File: config.mk
export PLATFORM = sky130hd
export DESIGN_NAME = dot_prod_peak
export DESIGN_NICKNAME = d
export VERILOG_FILES = /design/src/rtl/dot_prod_peak.sv
export SDC_FILE = /design/constraint.sdc
export NUM_CORES = 2
export LEC_CHECK = 0
export ABC_AREA = 0
export CAP_MARGIN = 20
export CORE_UTILIZATION = 70
export CTS_CLUSTER_DIAMETER = 60
export DETAILED_ROUTE_END_ITERATION = 7
export GPL_TIMING_DRIVEN = 0
export PLACE_DENSITY = 0.89
export SYNTH_ARGS = -nofsm -noshare
export SYNTH_HDL_FRONTEND = slang
export SYNTH_SLANG_ARGS = --single-unit
File: constraint.sdc
create_clock -name clk -period 11.3 [get_ports clk]
set_clock_uncertainty 0.1 [all_clocks]
set_input_delay 1.695 -clock clk [delete_from_list [all_inputs] [get_ports clk]]
set_output_delay 1.695 -clock clk [all_outputs]
set_load 0.01 [all_outputs]
File: src/rtl/dot_prod_peak.sv
// dot_prod_peak: streaming peak search over windows of complex dot-product results.
// Each accepted (i, q) passes through a 3-stage pipeline: squares, power sum, then a running
// max compare. One peak record (power, index) is presented per window and held until the
// downstream logic accepts it.
module dot_prod_peak #(
    parameter int unsigned i_bits     = 24,
    parameter int unsigned q_bits     = 24,
    parameter int unsigned num_shifts = 8,
    parameter int unsigned index_bits = 3,
    parameter int unsigned power_bits = 2 * i_bits
) (
    input  logic                         clk,
    input  logic                         n_reset,
    input  logic                         s_axis_product_tvalid,
    output logic                         m_axis_product_tready,
    input  logic signed [i_bits-1:0]     i,
    input  logic signed [q_bits-1:0]     q,
    input  logic                         m_axis_peak_tready,
    output logic                         s_axis_peak_tvalid,
    output logic [power_bits-1:0]        peak_power,
    output logic [index_bits-1:0]        peak_index
);

    localparam logic [1:0] StAccum   = 2'd0;
    localparam logic [1:0] StDrain   = 2'd1;
    localparam logic [1:0] StPresent = 2'd2;

    localparam logic [index_bits-1:0] LastIdx = index_bits'(num_shifts - 1);

    logic [1:0]                    state_q, state_d;
    logic                          tready_q;
    logic                          peak_valid_q;
    logic [power_bits-1:0]         peak_power_q;
    logic [index_bits-1:0]         peak_index_q;
    logic [index_bits-1:0]         in_idx_q;

    logic                          s1_valid_q;
    logic signed [power_bits-1:0]  s1_ii_q, s1_qq_q;
    logic [index_bits-1:0]         s1_idx_q;

    logic                          s2_valid_q;
    logic [power_bits-1:0]         s2_power_q;
    logic [index_bits-1:0]         s2_idx_q;

    logic [power_bits-1:0]         max_q;
    logic [index_bits-1:0]         max_idx_q;

    logic                          accept;
    logic                          release_rec;
    logic                          finish;
    logic                          take;
    logic [power_bits-1:0]         new_max;
    logic [index_bits-1:0]         new_idx;
    logic signed [power_bits-1:0]  i_ext, q_ext;

    // Sign-extend before squaring so the products are formed at full width.
    assign i_ext = {{(power_bits - i_bits){i[i_bits-1]}}, i};
    assign q_ext = {{(power_bits - q_bits){q[q_bits-1]}}, q};

    assign accept      = s_axis_product_tvalid & tready_q;
    assign release_rec = (state_q == StPresent) & m_axis_peak_tready;
    assign finish      = s2_valid_q & (s2_idx_q == LastIdx) & (state_q == StDrain);

    // Stage-3 compare: strict greater-than keeps the lowest index on ties; idx 0 always loads.
    always_comb begin
        take    = s2_valid_q & ((s2_idx_q == '0) | (s2_power_q > max_q));
        new_max = take ? s2_power_q : max_q;
        new_idx = take ? s2_idx_q : max_idx_q;
    end

    // Window control: accumulate, drain the pipeline, then present the record.
    always_comb begin
        state_d = state_q;
        case (state_q)
            StAccum:   if (accept && in_idx_q == LastIdx) state_d = StDrain;
            StDrain:   if (finish) state_d = StPresent;
            StPresent: if (m_axis_peak_tready) state_d = StAccum;
            default:   state_d = StAccum;
        endcase
    end

    // Control state, handshake outputs and input index counter.
    always_ff @(posedge clk) begin
        if (!n_reset) begin
            state_q      <= StAccum;
            tready_q     <= 1'b0;
            peak_valid_q <= 1'b0;
            in_idx_q     <= '0;
        end else begin
            state_q      <= state_d;
            tready_q     <= (state_d == StAccum);
            peak_valid_q <= (state_d == StPresent);
            // The index saturates on the last sample; only a released record rewinds it.
            if (release_rec) begin
                in_idx_q <= '0;
            end else if (accept && in_idx_q != LastIdx) begin
                in_idx_q <= in_idx_q + 1'b1;
            end
        end
    end

    // Stages 1 and 2: squares, then the unsigned power sum.
    always_ff @(posedge clk) begin
        if (!n_reset) begin
            s1_valid_q <= 1'b0;
            s1_ii_q    <= '0;
            s1_qq_q    <= '0;
            s1_idx_q   <= '0;
            s2_valid_q <= 1'b0;
            s2_power_q <= '0;
            s2_idx_q   <= '0;
        end else begin
            s1_valid_q <= accept;
            if (accept) begin
                s1_ii_q  <= i_ext * i_ext;
                s1_qq_q  <= q_ext * q_ext;
                s1_idx_q <= in_idx_q;
            end
            s2_valid_q <= s1_valid_q;
            if (s1_valid_q) begin
                s2_power_q <= $unsigned(s1_ii_q) + $unsigned(s1_qq_q);
                s2_idx_q   <= s1_idx_q;
            end
        end
    end

    // Stage 3: running max, and the held peak record.
    always_ff @(posedge clk) begin
        if (!n_reset) begin
            max_q        <= '0;
            max_idx_q    <= '0;
            peak_power_q <= '0;
            peak_index_q <= '0;
        end else begin
            if (release_rec) begin
                max_q     <= '0;
                max_idx_q <= '0;
            end else if (s2_valid_q) begin
                max_q     <= new_max;
                max_idx_q <= new_idx;
            end
            if (finish) begin
                peak_power_q <= new_max;
                peak_index_q <= new_idx;
            end
        end
    end

    assign m_axis_product_tready = tready_q;
    assign s_axis_peak_tvalid    = peak_valid_q;
    assign peak_power            = peak_power_q;
    assign peak_index            = peak_index_q;

endmodule

==> metrics.csv <==
stage;metric;value;unit
critical_path;worst reg-to-reg path cell count;11;
clock_network;CTS Buf Count;27;
sta;slew margin rel.;31.1;%
placed_design;hpwl dp;115;mm
final_layout;Design Area, Final;0.0530;sq mm
drt;Initial DRC Count;3512;
critical_path;beginning of the critical path;q[20];
grt;first-pass GRT wire length;217;mm
placed_design;placed cell area;0.0521;sq mm
yosys;Mapped Nets;6946;
clock_network;root buf cell;clkbuf_16;
critical_path;Critical Path RT;11.62;ns
grt;vias in the first global route;41200;
run;number of max-cap violations;0;
drt;DR pass1 iterations;7;
placed_design;GPL Wtd Cong;1.02;
yosys;synthesized flop and latch total;259;
critical_path;Setup CP Type;primary input to flop;
yosys;Post-synth EDFFs;0;
grt;Overflow after GRT;0;
drt;DRC viols;0;
floorplanning;Starting Density;70.9;%
worst_hold_path;hold path depth;2;
clock_network;TritonCTS clock tree;done;
critical_path;reg2reg start;s1_ii_q[3]$_SDFFE_PN0P_;
clock_network;Clock Sinks;259;
yosys;Netlist cell types;68;
final_layout;layout cells sized above 1;1.50;%
yosys;Post-Syn Area;0.0498;sq mm
critical_path;CP max FO;10;
critical_path;Reg2Reg Capture Point;s2_power_q[45]$_SDFFE_PN0P_;
placed_design;Port Buf Inserts;104;
sta;Tmin final;10.21;ns
drt;Detailed Route WL;138;mm
yosys;syn avg cell area;9.24;sq um
placed_design;Placed Instances;6439;
final_layout;final std cells w/o fill;6491;
drt;vias per cell;5.92;
clock_network;Hold Buf Count CTS;0;
critical_path;worst endpoint data arrival time;10.54;ns
floorplanning;# rows;97;
critical_path;FF-to-FF setup slack;7.33;ns
floorplanning;full die area;0.0723;sq mm
grt;largest net degree at the start of global routing;15;
sta;f_max;0.0979;GHz
worst_hold_path;Worst Hold Path EP;s1_idx_q[2]$_SDFFE_PN0P_;
clock_network;Clock Latency Late Sink;0.56;ns
yosys;Synth Warn #;0;
outcome;status;complete, no violations;
grt;Tot GR Track Use;39.6;%
yosys;prevailing post-synth register cell;dfxtp_1;
clock_network;CTS resizes;0;
sta;crit share post-route;90.4;%
floorplanning;DIE HEIGHT;269;um
grt;initial antenna violation count;3;
floorplanning;Top Ports;105;
critical_path;startpoint types;primary input;
floorplanning;DIE WIDTH;269;um
drt;routed vias;38500;
worst_hold_path;class of the worst hold path;flop to flop;
yosys;asr flop ratio synth;0;%
sta;final setup fails;0;
yosys;Cells after Synth;5395;
final_layout;Area growth syn-to-layout;6.25;%
clock_network;Clock Path Buffers;3;
floorplanning;Core ar.;0.0703;sq mm
clock_network;Clock transition at path regs;0.06;ns
sta;final setup TNS;0;ns
worst_hold_path;hold wc startpoint;s1_idx_q[2]$_SDFFE_PN0P_;
sta;worst slew pin tran;1.03;ns
final_layout;nets;7079;
critical_path;Critical Path Sink Type;flop;
sta;RSZ-0062 raised after global routing;no;
drt;Antenna Nets Post-Route;0;
drt;Avg WL per Cell;21.2;um
yosys;post-synthesis sequential area ratio;10.4;%
clock_network;H-Tree Depth;1;
clock_network;Post-CTS Setup Bufs;0;
sta;Fin. Hold Viols;0;
sta;Final Max Tran Viols;0;
critical path, stage by stage:
cell             delay [ns]
clkdlybuf4s50_1        0.71
clkbuf_1               0.57
clkbuf_1               0.59
nand2_1                0.24
fa_1                   0.59
inv_1                  0.06
fa_1                   0.50
fa_1                   0.54
inv_1                  0.05
fa_1                   0.50
inv_1                  0.06
fa_1                   0.49
fa_1                   0.49
inv_1                  0.05
fa_1                   0.47
inv_1                  0.06
ha_1                   0.34
and3_1                 0.26
and4_1                 0.25
a221oi_1               0.37
nand2_1                0.09
a21oi_1                0.38
o311ai_0               0.23
o211ai_1               0.27
o21ai_0                0.20
xnor2_1                0.34
o21ai_0                0.12
synth_stat cells, types with 7 or more instances:
library cell,number,area [sq um]
nand3b_1,7,52.6
xor2_1,48,420
inv_1,1384,5190
o211ai_1,10,75.1
a31oi_1,24,150
a211oi_1,27,203
mux2i_1,82,821
nand2_1,547,2050
o21bai_1,12,90.1
a211o_1,10,87.6
and2_1,202,1260
nand4_1,26,163
buf_1,10,37.5
clkbuf_1,164,616
ha_1,388,4850
a21oi_1,241,1210
o21a_1,18,135
fa_1,1111,22200
a21o_1,90,676
and3_1,24,150
xnor2_1,103,902
dfxtp_1,259,5180
nand2b_1,23,144
nor2b_1,45,282
nand3_1,42,210
o21ai_0,154,771
nor3_1,35,175
nor2_1,198,743
or3_1,8,50.1
per-stage QoR:
step,hold WS (ns),worst slack [ns],util (%)
after floorplan,0.329,3.00,-
after global placement,0.341,0.869,74.1
after detailed placement,0.349,0.817,74.1
after CTS,0.357,1.35,75.3
after global routing,0.373,0.746,75.3
final,0.360,1.09,75.4
flip-flops by register name, indices dropped and copies added (netlist names), 2 cells and up:
name,cells
peak_power,48
s2_power_q,48
s2_idx_q,3
max_idx_q,3
s1_idx_q,3
s1_ii_q,47
peak_index,3
s1_qq_q,47
max_q,48
in_idx_q,3
state_q,2
per-layer routing:
layer | up-vias | track usage, % | share of wire [%]
met4 | 4 | 18.8 | 5.9
met3 | 594 | 11.1 | 12
met2 | 2312 | 64.0 | 46
met1 | 19000 | 49.5 | 36
met5 | - | 0.811 | 0.070
li1 | 16500 | - | -
worst max path at each step:
stage	endpoint	slack [ns]
after detailed placement	s1_qq_q[44]$_SDFFE_PN0P_	0.82
after global routing	s1_qq_q[44]$_SDFFE_PN0P_	0.75
after CTS	s1_ii_q[46]$_SDFFE_PN0P_	1.35
after floorplan	s1_ii_q[47]$_SDFFE_PN0P_	3.00
after global placement	s1_ii_q[46]$_SDFFE_PN0P_	0.87
final	s1_qq_q[42]$_SDFFE_PN0P_	1.09
cells in the final DEF (no fill, tap or decap), types with 23 or more instances in the layout:
master and count:
inv_1 1384, fa_1 1111, nand2_1 547, ha_1 388
dfxtp_1 259, a21oi_1 241, and2_1 202, nor2_1 198
clkbuf_1 166, o21ai_0 154, clkdlybuf4s50_1 104, xnor2_1 103
a21o_1 90, mux2i_1 82, xor2_1 48, nor2b_1 45
nand3_1 42, nor3_1 35, a211oi_1 27, clkbuf_16 27
nand4_1 26, a31oi_1 24, and3_1 24, nand2b_1 23
kinds of logic (layout without fill, tap and decap cells):
group	after synthesis	in the layout	synth area share, %
buffers and inverters	1572	1724	12.0
adder cells (fa/ha/maj)	1499	1499	54.4
AND/OR/NAND/NOR	1180	1180	10.9
AO/OA/AOI/OAI	650	650	7.96
flip-flops	259	259	10.4
XOR/XNOR	151	151	2.65
multiplexers	84	84	1.69
other	0	4	0
cell type report:
| type | count | area (sq um) |
|---|---|---|
| clock inverters | 9 | 68.8 |
| repair buffers | 104 | 1040 |
| clock buffers | 39 | 821 |
| flip-flops and latches | 259 | 5180 |
| fillers | 4833 | 17300 |
| plain buffers | 188 | 774 |
| multi-input cells | 3564 | 38700 |
| well taps | 940 | 1180 |
| diodes | 4 | 10.0 |
| inverters | 1384 | 5190 |
Power is not shown: default switching activity piles up to over one toggle a cycle in this logic, so the estimate is an artifact.
